## src/rtl/mem_port_arbiter.sv

```systemverilog
// mem_port_arbiter
// Shares one single-port memory between the core's instruction-fetch port
// and its load/store port. Data has fixed priority over fetch. Each granted
// request is latched, the memory is driven for MEM_LAT cycles, and the
// granted port gets a one-cycle ready pulse in the final BUSY cycle. A
// turnaround IDLE cycle always separates two accesses.
//
// Ports:
//   clk, rst            clock, asynchronous active-low reset
//   inst_req_i/addr_i   fetch request (held until inst_ready_o)
//   inst_rdata_o        fetched word (passthrough in ready cycle, then held)
//   inst_ready_o        one-cycle fetch completion pulse
//   data_req_i/we_i/addr_i/wdata_i  load/store request
//   data_rdata_o        load data (passthrough in ready cycle, then held)
//   data_ready_o        one-cycle data completion pulse
//   stall_o             core stall while a request is outstanding
//   mem_ce_o/we_o/addr_o/wdata_o/rdata_i  memory macro interface
//
// Optional feature (macro ARB_PERF_EN): perf_inst_cnt_o, perf_data_cnt_o,
// perf_stall_cnt_o count completed fetches, completed data accesses and
// stall cycles (wrap modulo 2^32, cleared by reset).

module mem_port_arbiter #(
    parameter int MEM_LAT = 2,
    parameter int CNT_W   = 4
) (
    input  logic        clk,
    input  logic        rst,
    input  logic        inst_req_i,
    input  logic [31:0] inst_addr_i,
    output logic [31:0] inst_rdata_o,
    output logic        inst_ready_o,
    input  logic        data_req_i,
    input  logic        data_we_i,
    input  logic [31:0] data_addr_i,
    input  logic [31:0] data_wdata_i,
    output logic [31:0] data_rdata_o,
    output logic        data_ready_o,
    output logic        stall_o,
    output logic        mem_ce_o,
    output logic        mem_we_o,
    output logic [31:0] mem_addr_o,
    output logic [31:0] mem_wdata_o,
    input  logic [31:0] mem_rdata_i
`ifdef ARB_PERF_EN
    ,
    output logic [31:0] perf_inst_cnt_o,
    output logic [31:0] perf_data_cnt_o,
    output logic [31:0] perf_stall_cnt_o
`endif
);

    typedef enum logic [1:0] {
        IDLE   = 2'd0,
        BUSY_I = 2'd1,
        BUSY_D = 2'd2
    } state_t;

    // Counter value of the completion cycle (the MEM_LAT-th BUSY cycle).
    localparam logic [CNT_W-1:0] LAST_CNT = CNT_W'(MEM_LAT - 1);

    state_t           state_r;
    state_t           state_s;
    logic [CNT_W-1:0] cnt_r;
    logic [31:0]      addr_r;
    logic             we_r;
    logic [31:0]      wdata_r;
    logic [31:0]      inst_rdata_r;
    logic [31:0]      data_rdata_r;
    logic             busy_s;
    logic             done_s;
    logic             inst_done_s;
    logic             data_done_s;
    logic             stall_s;

    // Completion decode and core stall.
    always_comb begin
        busy_s      = (state_r == BUSY_I) || (state_r == BUSY_D);
        done_s      = busy_s && (cnt_r == LAST_CNT);
        inst_done_s = done_s && (state_r == BUSY_I);
        data_done_s = done_s && (state_r == BUSY_D);
        // Gated by rst so the stall is low for the whole reset window.
        stall_s     = rst & ((inst_req_i & ~inst_done_s) | (data_req_i & ~data_done_s));
    end

    // Next-state logic: data wins in IDLE, every access returns to IDLE.
    always_comb begin
        state_s = state_r;
        case (state_r)
            IDLE: begin
                if (data_req_i) begin
                    state_s = BUSY_D;
                end else if (inst_req_i) begin
                    state_s = BUSY_I;
                end else begin
                    state_s = IDLE;
                end
            end
            BUSY_I, BUSY_D: begin
                if (done_s) begin
                    state_s = IDLE;
                end else begin
                    state_s = state_r;
                end
            end
            default: state_s = IDLE;
        endcase
    end

    // State register.
    always_ff @(posedge clk or negedge rst) begin
        if (!rst) begin
            state_r <= IDLE;
        end else begin
            state_r <= state_s;
        end
    end

    // Request latch on the grant edge and latency counter during BUSY.
    always_ff @(posedge clk or negedge rst) begin
        if (!rst) begin
            cnt_r   <= '0;
            addr_r  <= 32'h0000_0000;
            we_r    <= 1'b0;
            wdata_r <= 32'h0000_0000;
        end else if (state_r == IDLE) begin
            cnt_r <= '0;
            if (data_req_i) begin
                addr_r  <= data_addr_i;
                we_r    <= data_we_i;
                wdata_r <= data_wdata_i;
            end else if (inst_req_i) begin
                addr_r  <= inst_addr_i;
                we_r    <= 1'b0;
                wdata_r <= 32'h0000_0000;
            end
        end else begin
            cnt_r <= cnt_r + CNT_W'(1);
        end
    end

    // Read-data capture in the completion cycle; stores leave data_rdata alone.
    always_ff @(posedge clk or negedge rst) begin
        if (!rst) begin
            inst_rdata_r <= 32'h0000_0000;
            data_rdata_r <= 32'h0000_0000;
        end else begin
            if (inst_done_s) begin
                inst_rdata_r <= mem_rdata_i;
            end
            if (data_done_s && !we_r) begin
                data_rdata_r <= mem_rdata_i;
            end
        end
    end

    // Memory drive and port returns; rdata passes through in the ready cycle.
    always_comb begin
        mem_ce_o     = 1'b0;
        mem_we_o     = 1'b0;
        mem_addr_o   = 32'h0000_0000;
        mem_wdata_o  = 32'h0000_0000;
        inst_ready_o = inst_done_s;
        data_ready_o = data_done_s;
        stall_o      = stall_s;
        if (busy_s) begin
            mem_ce_o   = 1'b1;
            mem_addr_o = addr_r;
            if (state_r == BUSY_D) begin
                mem_we_o    = we_r;
                mem_wdata_o = wdata_r;
            end else begin
                mem_we_o    = 1'b0;
                mem_wdata_o = 32'h0000_0000;
            end
        end else begin
            mem_ce_o = 1'b0;
        end
        if (inst_done_s) begin
            inst_rdata_o = mem_rdata_i;
        end else begin
            inst_rdata_o = inst_rdata_r;
        end
        if (data_done_s && !we_r) begin
            data_rdata_o = mem_rdata_i;
        end else begin
            data_rdata_o = data_rdata_r;
        end
    end

`ifdef ARB_PERF_EN
    logic [31:0] perf_inst_cnt_r;
    logic [31:0] perf_data_cnt_r;
    logic [31:0] perf_stall_cnt_r;

    // Performance counters, wrapping modulo 2^32.
    always_ff @(posedge clk or negedge rst) begin
        if (!rst) begin
            perf_inst_cnt_r  <= 32'h0000_0000;
            perf_data_cnt_r  <= 32'h0000_0000;
            perf_stall_cnt_r <= 32'h0000_0000;
        end else begin
            if (inst_done_s) begin
                perf_inst_cnt_r <= perf_inst_cnt_r + 32'd1;
            end
            if (data_done_s) begin
                perf_data_cnt_r <= perf_data_cnt_r + 32'd1;
            end
            if (stall_s) begin
                perf_stall_cnt_r <= perf_stall_cnt_r + 32'd1;
            end
        end
    end

    assign perf_inst_cnt_o  = perf_inst_cnt_r;
    assign perf_data_cnt_o  = perf_data_cnt_r;
    assign perf_stall_cnt_o = perf_stall_cnt_r;
`endif

endmodule

```

## config.mk

```make
export PLATFORM = sky130hd
export DESIGN_NAME = mem_port_arbiter
export DESIGN_NICKNAME = d
export VERILOG_FILES = /design/src/rtl/mem_port_arbiter.sv
export SDC_FILE = /design/constraint.sdc
export NUM_CORES = 1
export LEC_CHECK = 0
export BUFFER_PORTS_ARGS = -buffer_cell sky130_fd_sc_hd__buf_2
export CAP_MARGIN = 25
export CORE_ASPECT_RATIO = 1.5
export CORE_MARGIN = 5
export CORE_UTILIZATION = 45
export DETAILED_ROUTE_END_ITERATION = 8
export PLACE_DENSITY_LB_ADDON = 0.3
export SLEW_MARGIN = 20
export SYNTH_ARGS = -nofsm -noshare
export SYNTH_HDL_FRONTEND = slang
export SYNTH_SLANG_ARGS = --single-unit
```

## constraint.sdc

```tcl
create_clock -name clk -period 3.3 [get_ports clk]
set_input_delay 0.33 -clock clk [delete_from_list [all_inputs] [get_ports clk]]
set_output_delay 0.33 -clock clk [all_outputs]
set_load 0.02 [all_outputs]
```

-- Yosys cells after proc, flatten, opt, wreduce, memory -nomap -nowiden
Index checks and enable logic that the tools add are counted.
- word-level logic and storage cells: 47
- register bits: 135
- input bits: 133
- output and inout bits: 133
- bitwise gates (word level): 6
- reductions and logical operators: 10
- add/sub/neg operators: 1
- muxes and demuxes: 19
- equality and inequality tests: 4
- operator list (cell ; number):
    32-bit 2-to-1 mux ; 9
    1-bit 2-to-1 mux ; 6
    4-bit by 1-bit adder with 4-bit output, second input constant ; 1
    4-bit by 1-bit equality test with 1-bit output, second input constant ; 1
    1-bit logical AND ; 4
    2-bit 2-to-1 mux ; 2
    4-bit 2-to-1 mux ; 1
    2-bit case mux with 2 select lines ; 1
    1-bit bitwise AND ; 3
    2-bit by 1-bit equality test with 1-bit output, second input constant ; 1
    2-bit equality test, second input constant ; 1
    2-bit logical NOT ; 1
    2-bit != test, second input constant ; 1
    1-bit NOT ; 2
    2-bit AND reduction ; 1
    2-bit nonzero test ; 1
    2-bit OR reduction ; 1
    1-bit logical NOT ; 1
    1-bit logical OR ; 1
    1-bit bitwise OR ; 1

-- Longest topological paths before layout
- depth in word-level cells: 8
- gate-level depth with buffers: 8
- mapped depth without buffers: 5

-- Least setup slack after synthesis
OpenSTA, ideal clock, no wires.
- kind: register to output
- from: register state_r[1]
- to: output port data_rdata_o[5]
- path slack: 1099 ps
- data required time: 2970 ps
- cell stages (with the launch flop): 7
- arrival: 1871 ps
- buffers on the path: 1
- cells stage by stage: dfrtp_1 -> inv_1 -> ha_1 -> nand2_1 -> nor3_4 -> buf_6 -> mux2_1
- word-level cells in the longest chain between the ends: 6
- elaborated cells on any way between the ends: 7
- classes of those cells: eq/ne (2); mux (1); reduce/logical (4)
- ends and longest elaborated chain (element ; line ; RTL):
    from (decl) ; 62 ; state_t state_r;
    from (signal assigned) ; 115 ; state_r <= state_s;
    2-bit by 1-bit equality test with 1-bit output / 2-bit equality test (equally long branches) ; 78, 81 ;
    1-bit logical OR ; 78 ; busy_s = (state_r == BUSY_I) || (state_r == BUSY_D);
    1-bit logical AND ; 79 ; done_s = busy_s && (cnt_r == LAST_CNT);
    1-bit logical AND * ; 81 ; data_done_s = done_s && (state_r == BUSY_D);
    1-bit logical AND * ; 184 ; if (data_done_s && !we_r) begin
    32-bit 2-to-1 mux * ; 184 ;
    to (decl) ; 37 ; output logic [31:0] data_rdata_o,
Every way passes the cells marked *; elsewhere a longest branch is shown, timed or not.

-- Worst setup path in the final report
- from: register state_r[1]
- to: output port data_rdata_o[26]
The elaborated chain is that of the path after synthesis.

==> impl_metrics.tcl <==
set metrics [dict create \
    outcome "finished, final reports clean" \
    wl_per_cell_um 17.0 \
    netlist_instances 458 \
    root_buffer "clkbuf_16" \
    slew_viol_final 0 \
    vias 4471 \
    final_hold_viol_count 0 \
    cp_max_fo 32 \
    drive_above_1_share_pct 51.2 \
    drtIter0Drc 157 \
    hp-class "in -> reg" \
    cap_violations 0 \
    clock_skew_ns 0.00962 \
    placed_cell_area_um2 7230 \
    grt_pass1_wl_mm 23.5 \
    antenna_found_initial 0 \
    finalSetupTns_ns 0 \
    grt_overflow 0 \
    dieArea_um2 15300 \
    core_um2 12600 \
    p_leak_nw 4.23 \
    place_congestion 0.786 \
    multiInputGateArea_um2 2240 \
    area.growth.synth_to_final_pct 35.1 \
    required_ns 2.97 \
    remaining_drc_errors 0 \
    vias_per_cell 5.04 \
    synthesis.nets 596 \
    antenna_cells 0 \
    syn-mean-instance-area_um2 12.6 \
    clock_sinks 135 \
    io_buffers 265 \
    clk_latency_ns 0.40 \
    cp.arrival_ns 2.68 \
    initial_core_util_pct 46.0 \
    firstDrtPassIters 5 \
    numCtsBuffers 17 \
    grt_use_total_pct 19.7 \
    n_fill_cell 1030 \
    nets 856 \
    io_pins 266 \
    clock_path_buffers 2 \
    cts_tree "yes" \
    min_period_ns 3.01 \
    utilization_pct 62.2 \
    post-dp-hpwl_mm 11.2 \
    design_area_um2 7820 \
    endpoint_kind "output pin" \
    hold_ws_ns 0.133 \
    htreeDepth 4 \
    grt_max_degree 69 \
    path_clk_slew_ns 0.06 \
    r2r_slack_ns 1.07 \
    die_x_um 103 \
    cellPowerDensity_nw_per_um2 1060 \
    ys_types 26 \
    fmax_mhz 333 \
    wl_mm 15.0 \
    grt_pass1_vias 4812 \
    synth_area_um2 5790 \
    cp-start-kind "flip-flop" \
    rows 50 \
    tightest_slew_ns 0.826 \
    ir_drop_mv 0.488 \
    period_share_pct 91.1 \
    synth_seq_cells 135 \
    critPathKind "reg -> out" \
    antenna_left 0 \
    seqCellArea_um2 3380 \
    yosys_warnings 0 \
    rsz0062_at_grt "false" \
    die_h_um 149 \
    seq_area_frac_synth_pct 58.4 \
    setup_viol 0 \
    maxSlewHeadroom_pct 44.9 \
]
state kept, by name, summed over array words and instances, names as in the netlist:
register      flops
data_rdata_r     32
inst_rdata_r     32
addr_r           32
wdata_r          32
state_r           2
cnt_r             4
we_r              1
metrics by stage:
step / worst slack [ns] / power [mW] / cells
2_1_floorplan: 1.10 / 5.25 / 458
3_3_place_gp: 0.668 / 6.37 / 854
3_5_place_dp: 0.525 / 6.50 / 854
4_1_cts: 0.0884 / 8.37 / 887
5_1_grt: 0.146 / 8.80 / 887
6_report: 0.294 / 8.27 / 887
where the power goes:
part / switching, mW / internal (mW)
Sequential: 0.311 / 2.45
Combinational: 2.28 / 1.38
Clock: 0.727 / 1.12
critical path, cell delays in order, from the launching register on:
cell and delay, ns:
dfrtp_1 0.37, inv_1 0.07, ha_2 0.51, nand2_1 0.17, nor3_4 0.18, buf_4 0.40
mux2_2 0.40, buf_2 0.17
cell usage after synthesis, drive strengths merged:
| cell type | n | area (um^2) |
|---|---|---|
| nor2 | 6 | 30.0 |
| and2 | 33 | 206 |
| buf | 14 | 95.1 |
| mux2 | 65 | 732 |
| o22ai | 1 | 6.26 |
| ha | 5 | 62.6 |
| and3 | 33 | 206 |
| dfrtp | 135 | 3380 |
| nand2 | 37 | 139 |
| nor3 | 1 | 16.3 |
| a22o | 33 | 289 |
| xor2 | 1 | 8.76 |
| nand3b | 1 | 7.51 |
| mux2i | 33 | 330 |
| clkbuf | 21 | 78.8 |
| o21ai | 33 | 165 |
| nand3 | 1 | 5.00 |
| inv | 3 | 11.3 |
| or3b | 1 | 11.3 |
| xnor2 | 1 | 8.76 |
cells by family after synthesis:
family          synth area share, %
simple gates                   10.7
compound gates                 7.96
fa+ha+maj                      1.08
xor+xnor                      0.303
flops                          58.4
buf+inv                        3.20
mux                            18.4
timing repair:
item | 4_1_cts | 5_1_grt
resized for setup | 0 | 1
hold buffers | 1 | 0
endpoints found under the hold margin | 2 | 0
buffers inserted | 0 | 0
setup endpoints to repair | 0 | 32
per-layer routing:
layer  GRT usage, %  wire length [um]  vias to the layer above
met5              0                 0                        -
met4           8.27               366                        0
met3           5.47              1110                       28
met2           34.1              7930                      189
met1           22.2              5630                     2140
li1               -                 -                     2114
cell usage in the layout (no fill, tap or decap):
cell,count
bufinv_16,2
a22o_1,33
o21ai_0,32
clkbuf_16,17
xnor2_1,1
o22ai_1,1
dfrtp_1,135
nor2_1,5
clkinv_2,3
buf_6,1
mux2_1,2
nor2_4,1
clkbuf_1,1
nand2_1,37
and2_1,33
inv_1,3
nor3_4,1
inv_6,3
ha_1,4
or3b_4,1
and3_1,33
buf_4,10
clkinv_4,3
clkinvlp_4,3
mux2_2,63
nand3_1,1
dlygate4sd3_1,1
mux2i_1,33
xor2_1,1
ha_2,1
nand3b_1,1
o21ai_4,1
buf_2,264
final timing paths:
check | cells after the start | start | end
setup / recovery | 7 | state_r[1]$_DFFE_PN0P_ | data_rdata_o[26]
hold / removal | 2 | data_wdata_i[18] | wdata_r[18]$_DFFE_PN0P_
setup reg to reg | 6 | state_r[1]$_DFFE_PN0P_ | data_rdata_r[12]$_DFF_PN0_
hold reg to reg | 2 | addr_r[23]$_DFFE_PN0P_ | addr_r[23]$_DFFE_PN0P_
max in group asynchronous | 3 | rst | data_rdata_r[1]$_DFF_PN0_
min in group asynchronous | 2 | rst | state_r[0]$_DFFE_PN0P_
area by class of cell:
type / instances / area share [%]
clock buffer: 18 / 5.49
clock inverter: 14 / 1.92
inverter: 3 / 0.144
multi-input combinational: 285 / 28.6
sequential: 135 / 43.2
tap: 156 / 2.50
timing repair buffer: 276 / 18.1
Power figures use the tool's default switching activity.
